--- src/rtl/refresh_scheduler_mb_pkg.sv ---
// Shared types and width helpers for the multi-bank refresh scheduler.
package refresh_pkg;

  typedef enum logic {IDLE, REQ} ref_state_t;

  function automatic int unsigned bank_w(input int unsigned n);
    return (n <= 1) ? 1 : int'($clog2(n));
  endfunction

  function automatic int unsigned pend_w(input int unsigned m);
    return int'($clog2(m + 1));
  endfunction

endpackage

--- src/rtl/refresh_scheduler_mb_if.sv ---
// Refresh request/ack handshake between the scheduler and the refresh engine.
interface refresh_scheduler_mb_if
  import refresh_pkg::*;
#(
  parameter int unsigned NUM_BANKS = 4
);
  localparam int unsigned BANK_W = bank_w(NUM_BANKS);

  logic              ref_req;
  logic [BANK_W-1:0] ref_bank;
  logic              ref_urgent;
  logic              ref_ack;

  modport master (output ref_req, ref_bank, ref_urgent, input ref_ack);
  modport slave  (input ref_req, ref_bank, ref_urgent, output ref_ack);
endinterface

--- src/rtl/refresh_scheduler_mb_bank.sv ---
// Per-bank retention timer with pending-refresh counter and sticky overflow.
module bank_refresh_timer
  import refresh_pkg::*;
#(
  parameter int unsigned CYCLES       = 5000,
  parameter int unsigned MAX_POSTPONE = 3,
  parameter int unsigned RESET_PHASE  = 0
) (
  input  logic clk,
  input  logic rst,
  input  logic disable_ref,
  input  logic ack_this,
  output logic pending_nz,
  output logic urgent,
  output logic overflow
);
  localparam int unsigned CNT_W  = $clog2(CYCLES);
  localparam int unsigned PEND_W = pend_w(MAX_POSTPONE);

  logic [CNT_W-1:0]  timer;
  logic [PEND_W-1:0] pending, pend_next;
  logic              tick, ovf_set;

  assign tick = !disable_ref && (timer == CNT_W'(CYCLES - 1));

  always_ff @(posedge clk or posedge rst) begin
    if (rst)
      timer <= CNT_W'(RESET_PHASE);
    else if (!disable_ref)
      timer <= tick ? '0 : timer + CNT_W'(1);
  end

  // A coincident tick and ack cancel; a tick at the limit is lost and flagged.
  always_comb begin
    pend_next = pending;
    ovf_set   = 1'b0;
    if (tick && !ack_this) begin
      if (pending == PEND_W'(MAX_POSTPONE))
        ovf_set = 1'b1;
      else
        pend_next = pending + PEND_W'(1);
    end else if (!tick && ack_this && (pending != '0)) begin
      pend_next = pending - PEND_W'(1);
    end
  end

  always_ff @(posedge clk or posedge rst) begin
    if (rst) begin
      pending    <= '0;
      pending_nz <= 1'b0;
      urgent     <= 1'b0;
      overflow   <= 1'b0;
    end else begin
      pending    <= pend_next;
      pending_nz <= (pend_next != '0);
      urgent     <= (pend_next == PEND_W'(MAX_POSTPONE));
      if (ovf_set)
        overflow <= 1'b1;
    end
  end

endmodule

--- src/rtl/refresh_scheduler_mb.sv ---
// Multi-bank refresh scheduler: per-bank timers, urgent/round-robin arbiter, req/ack FSM.
module refresh_scheduler_mb
  import refresh_pkg::*;
#(
  parameter int unsigned NUM_BANKS    = 4,
  parameter int unsigned CYCLES       = 5000,
  parameter int unsigned MAX_POSTPONE = 3,
  parameter int unsigned STAGGER      = 1
) (
  input  logic                   clk,
  input  logic                   rst,
  input  logic                   disable_ref,
  input  logic                   busy,
  refresh_scheduler_mb_if.master bus,
  output logic                   pending_any,
  output logic [NUM_BANKS-1:0]   overflow
);
  localparam int unsigned BANK_W = bank_w(NUM_BANKS);

  ref_state_t           state;
  logic [BANK_W-1:0]    ptr, cand_bank;
  logic                 cand_valid, cand_urgent;
  logic [NUM_BANKS-1:0] nz, urg, ack_vec;
  int unsigned          j;

  for (genvar g = 0; g < NUM_BANKS; g++) begin : g_bank
    assign ack_vec[g] = (state == REQ) && bus.ref_ack && (bus.ref_bank == BANK_W'(g));

    bank_refresh_timer #(
      .CYCLES      (CYCLES),
      .MAX_POSTPONE(MAX_POSTPONE),
      .RESET_PHASE ((STAGGER != 0) ? g * (CYCLES / NUM_BANKS) : 0)
    ) u_bank (
      .clk        (clk),
      .rst        (rst),
      .disable_ref(disable_ref),
      .ack_this   (ack_vec[g]),
      .pending_nz (nz[g]),
      .urgent     (urg[g]),
      .overflow   (overflow[g])
    );
  end

  assign pending_any = |nz;

  // Descending scans so the last hit is the nearest round-robin / lowest urgent bank.
  always_comb begin
    cand_valid  = 1'b0;
    cand_urgent = 1'b0;
    cand_bank   = '0;
    j           = 0;
    for (int unsigned k = NUM_BANKS; k > 0; k--) begin
      j = 32'(ptr) + k - 1;
      if (j >= NUM_BANKS)
        j = j - NUM_BANKS;
      if (nz[BANK_W'(j)]) begin
        cand_valid = 1'b1;
        cand_bank  = BANK_W'(j);
      end
    end
    for (int unsigned k = NUM_BANKS; k > 0; k--) begin
      if (urg[BANK_W'(k - 1)]) begin
        cand_valid  = 1'b1;
        cand_urgent = 1'b1;
        cand_bank   = BANK_W'(k - 1);
      end
    end
  end

  always_ff @(posedge clk or posedge rst) begin
    if (rst) begin
      state          <= IDLE;
      bus.ref_req    <= 1'b0;
      bus.ref_bank   <= '0;
      bus.ref_urgent <= 1'b0;
      ptr            <= '0;
    end else begin
      case (state)
        IDLE: begin
          if (cand_valid && !disable_ref && (!busy || cand_urgent)) begin
            state          <= REQ;
            bus.ref_req    <= 1'b1;
            bus.ref_bank   <= cand_bank;
            bus.ref_urgent <= cand_urgent;
          end
        end
        REQ: begin
          if (bus.ref_ack) begin
            state          <= IDLE;
            bus.ref_req    <= 1'b0;
            bus.ref_urgent <= 1'b0;
            ptr <= (bus.ref_bank == BANK_W'(NUM_BANKS - 1)) ? '0 : bus.ref_bank + BANK_W'(1);
          end
        end
        default: state <= IDLE;
      endcase
    end
  end

endmodule

--- src/flat_wrapper.sv ---
// flat-port wrapper written by rule: the top's interface ports become plain ports
module refresh_scheduler_mb_flat import refresh_pkg::*;
#(
  parameter int unsigned NUM_BANKS    = 4,
  parameter int unsigned CYCLES       = 5000,
  parameter int unsigned MAX_POSTPONE = 3,
  parameter int unsigned STAGGER      = 1
)
  (clk, rst, disable_ref, busy, pending_any, overflow, bus_ref_req, bus_ref_bank, bus_ref_urgent, bus_ref_ack);
  refresh_scheduler_mb_if #(.NUM_BANKS(NUM_BANKS)) bus_i ();
  input  logic clk;
  input  logic rst;
  input  logic disable_ref;
  input  logic busy;
  output logic pending_any;
  output logic [NUM_BANKS-1:0] overflow;
  output wire logic [$bits(bus_i.ref_req)-1:0] bus_ref_req;
  output wire logic [$bits(bus_i.ref_bank)-1:0] bus_ref_bank;
  output wire logic [$bits(bus_i.ref_urgent)-1:0] bus_ref_urgent;
  input wire logic [$bits(bus_i.ref_ack)-1:0] bus_ref_ack;
  assign bus_ref_req = bus_i.ref_req;
  assign bus_ref_bank = bus_i.ref_bank;
  assign bus_ref_urgent = bus_i.ref_urgent;
  assign bus_i.ref_ack = bus_ref_ack;
  refresh_scheduler_mb #(.NUM_BANKS(NUM_BANKS), .CYCLES(CYCLES), .MAX_POSTPONE(MAX_POSTPONE), .STAGGER(STAGGER)) u_core (.clk(clk), .rst(rst), .disable_ref(disable_ref), .busy(busy), .bus(bus_i), .pending_any(pending_any), .overflow(overflow));
endmodule
--- config.mk ---
export PLATFORM = sky130hd
export DESIGN_NAME = refresh_scheduler_mb_flat
export DESIGN_NICKNAME = d
export VERILOG_FILES = /design/src/rtl/refresh_scheduler_mb_pkg.sv /design/src/rtl/refresh_scheduler_mb_if.sv /design/src/rtl/refresh_scheduler_mb_bank.sv /design/src/rtl/refresh_scheduler_mb.sv /design/src/flat_wrapper.sv
export SDC_FILE = /design/constraint.sdc
export NUM_CORES = 1
export LEC_CHECK = 0
export CAP_MARGIN = 5
export CELL_PAD_IN_SITES_DETAIL_PLACEMENT = 0
export CELL_PAD_IN_SITES_GLOBAL_PLACEMENT = 2
export CORE_ASPECT_RATIO = 0.75
export CORE_MARGIN = 2
export CORE_UTILIZATION = 35
export DETAILED_ROUTE_END_ITERATION = 12
export GPL_TIMING_DRIVEN = 0
export PLACE_DENSITY_LB_ADDON = 0.1
export SLEW_MARGIN = 20
export SYNTH_ARGS = -nofsm -noshare
export SYNTH_HDL_FRONTEND = slang
export SYNTH_SLANG_ARGS = --single-unit
--- constraint.sdc ---
create_clock -name clk -period 6 [get_ports clk]
set_input_delay 1.5 -clock clk [delete_from_list [all_inputs] [get_ports clk]]
set_output_delay 1.5 -clock clk [all_outputs]
set_load 0.1 [all_outputs]
==> flow_summary.json <==
{
  "io_pins": 14,
  "overflow": 0,
  "start_util_pct": 35.7,
  "antenna_left": 0,
  "multi_input_area_um2": 1960,
  "drtIter0Drc": 75,
  "numClockSinks": 79,
  "antenna_found_initial": 0,
  "gp_congestion": 0.733,
  "finalSetupTns_ns": 0,
  "synth_top_area_share_pct": 37.7,
  "fillers": 1150,
  "cts_resized": 0,
  "post_cts_buffers": 0,
  "fin_skew_ns": 0.00743,
  "relSlewSlack_pct": 34.5,
  "die-area_um2": 12600,
  "intPower_uw": 1270,
  "maxSlewViolCount": 0,
  "crit_path_start_kind": "register",
  "layout.nets": 450,
  "core_um2": 11500,
  "numCtsBuffers": 9,
  "rsz0062_at_grt": "false",
  "netlist_instances": 396,
  "grt_pass1_wl_um": 13400,
  "cp-end-kind": "output pin",
  "cp_cell_sequence": "or4_1, clkdlybuf4s50_1",
  "fmax_ghz": 0.264,
  "area_growth_syn_to_layout_pct": 16.3,
  "clk_latency_ns": 0.34,
  "post-route-period-util_pct": 63.1,
  "clock-root-buffer": "clkbuf_16",
  "ys_warn_count": 0,
  "cts_tree": "yes",
  "wl_um": 7650,
  "switching_share_pct": 36.1,
  "syn-num-nets": 425,
  "status": "complete, no violations",
  "leakage_uw": 0.00210,
  "timing.final.ws_setup_ns": 2.21,
  "rows": 34,
  "clkPwrFrac_pct": 28.2,
  "setup_viol": 0,
  "worst_pin_slew_ns": 0.980,
  "drcViolationCount": 0,
  "clk_path_buf_depth": 2,
  "ys_types": 46,
  "h-tree-depth": 3,
  "powerDensity_nw_per_um2": 414,
  "cp.arrival_ns": 2.29,
  "hold_class": "reg -> reg",
  "path_class": "reg -> out",
  "die_y_um": 97.9,
  "final_hold_viol_count": 0,
  "path_clk_slew_ns": 0.06,
  "grtUsageTotal_pct": 13.5,
  "cts_hold_buf": 0,
  "dr.pass1.iters": 6,
  "cpMaxStageDelayCell": "clkdlybuf4s50_1",
  "post_synth.cell_area_avg_um2": 10.4,
  "yosys.area.top_type": "dfrtp_1",
  "grt_max_degree": 48,
  "post-place-ws_ns": 2.22,
  "fin_util_pct": 41.5,
  "hpwlAfterDp_um": 5360,
  "crit_path_max_incr_delay_ns": 0.99,
  "cp_max_fo": 5,
  "p_sw_uw": 715,
  "io_buffers": 13,
  "ys_seq_area_share_pct": 48.6,
  "diodes": 0,
  "dieWidth_um": 129,
  "ys_top_cells_by_area": "dfrtp_1 (38%), dfstp_2 (11%), ha_1 (7.3%)",
  "synth_area_um2": 4110,
  "cap_violations": 0,
  "cp.required_ns": 4.50,
  "seqPwrFrac_pct": 42.7,
  "num_vias": 2723,
  "regArea_um2": 2000,
  "ys_seq_elements": 79,
  "drive_above_1_share_pct": 12.4,
  "min_period_ns": 3.79,
  "grt_pass1_vias": 2762,
  "vias_per_cell": 4.63,
  "power_frac_comb_pct": 29.1,
  "peakVddDrop_mv": 0.300,
  "avgRoutedWirePerCell_um": 13.0
}
==> cell families (layout without fill, tap and decap cells) <==
family                   after synthesis  in the layout  synth area share, %
AO/OA/AOI/OAI                         44             44                 7.49
XOR/XNOR                              46             46                 9.80
adder cells (fa/ha/maj)               24             24                 7.30
buffers and inverters                 36             66                 3.83
flip-flops                            79             79                 48.6
multiplexers                          13             13                 3.20
AND/OR/NAND/NOR                      154            154                 19.8
==> cells in the mapped netlist, drive strengths merged <==
master / count
o22ai: 2
nand2: 33
or4: 2
o21ai: 7
o211ai: 1
and3: 6
o31ai: 3
dfstp: 17
ha: 24
a211oi: 1
and2: 2
mux2i: 12
nand3: 13
nand4b: 5
o21a: 2
a31oi: 1
or3b: 2
nor4: 6
nor3b: 3
and4: 2
xor2: 17
nor2: 44
inv: 25
nor2b: 1
nor4b: 1
a21o: 6
nand2b: 12
xnor2: 29
nor3: 11
a31o: 4
and3b: 3
buf: 5
a211o: 2
dfrtp: 62
mux2: 1
nand4: 7
a2111oi: 2
or3: 1
a21boi: 1
a21oi: 12
clkbuf: 6
==> flip-flops by register name, indices dropped and copies added (netlist names) <==
| name | count |
|---|---|
| u_core.bus.ref_req | 1 |
| u_core.g_bank.u_bank.urgent | 4 |
| u_core.g_bank.u_bank.timer | 52 |
| u_core.g_bank.u_bank.overflow | 4 |
| u_core.bus.ref_urgent | 1 |
| u_core.state | 1 |
| u_core.g_bank.u_bank.pending_nz | 4 |
| u_core.g_bank.u_bank.pending | 8 |
| u_core.ptr | 2 |
| u_core.bus.ref_bank | 2 |
==> per-stage QoR <==
step | cell area [µm²] | hold slack (ns) | instances | total power [µW]
6_report | 4780 | 0.468 | 588 | 1980
5_1_grt | 4780 | 0.478 | 588 | 2130
4_1_cts | 4780 | 0.471 | 588 | 2020
3_5_place_dp | 4470 | 0.456 | 572 | 1440
3_3_place_gp | 4440 | 0.455 | 571 | 1430
2_1_floorplan | 4110 | 0.438 | 396 | 1290
==> power groups by stage <==
stage | Sequential, µW | Combinational, µW | Clock, µW
after CTS | 849 | 588 | 579
after floorplan | 906 | 379 | 0
final | 846 | 576 | 558
after global routing | 876 | 656 | 601
after global placement | 856 | 569 | 0
after detailed placement | 855 | 583 | 0
==> layer usage <==
metal  part of all wire (%)  vias to the layer above  global-route usage (%)
li1                       -                     1392                       -
met1                     52                     1295                    18.7
met2                     44                       27                    20.2
met3                    2.7                        9                    4.16
met4                    1.4                        0                    4.26
met5                      0                        -                       0
==> worst max-delay path, delay by kind of cell (launching register included) <==
kind | cells | cell delay (ns)
buf+inv | 1 | 0.99
flops | 1 | 0.43
simple gates | 1 | 0.54
==> placed cells by master (no fill, tap or decap), drive strengths merged, types with 6 or more instances in the layout <==
cell type	n
clkdlybuf4s50	13
and3	6
clkbuf	17
buf	6
nor4	6
mux2i	12
dfrtp	62
o21ai	7
nand4	7
nor3	11
a21oi	12
nand2b	12
xnor2	29
a21o	6
nor2	44
dfstp	17
ha	24
nand3	13
nand2	33
xor2	17
inv	25
==> path summary, 6_finish.rpt <==
check | endpoint | startpoint | depth (start not counted) | slack (ns)
max reg2reg | u_core.g_bank[3].u_bank.urgent$_DFF_PP0_ | u_core.g_bank[3].u_bank.timer[3]$_DFFE_PP0N_ | 6 | 3.70
min reg2reg | u_core.g_bank[0].u_bank.overflow$_DFFE_PP0P_ | u_core.g_bank[0].u_bank.overflow$_DFFE_PP0P_ | 1 | 0.47
max | pending_any | u_core.g_bank[2].u_bank.pending_nz$_DFF_PP0_ | 2 | 2.21
min in group asynchronous | u_core.g_bank[1].u_bank.timer[12]$_DFFE_PP0N_ | rst | 2 | 1.53
min | u_core.g_bank[0].u_bank.overflow$_DFFE_PP0P_ | u_core.g_bank[0].u_bank.overflow$_DFFE_PP0P_ | 1 | 0.47
max in group asynchronous | u_core.g_bank[2].u_bank.timer[8]$_DFFE_PP1N_ | rst | 3 | 3.83
==> layout make-up <==
type                       count  area share [%]
buffer                        11            1.33
inverter                      25            2.01
multi-input combinational    281            40.9
clock buffer                  11            5.28
clock inverter                 5            1.18
timing repair buffer          14            3.30
tap                          162            4.24
sequential                    79            41.8
No activity file was read; power rests on OpenSTA's default activity.
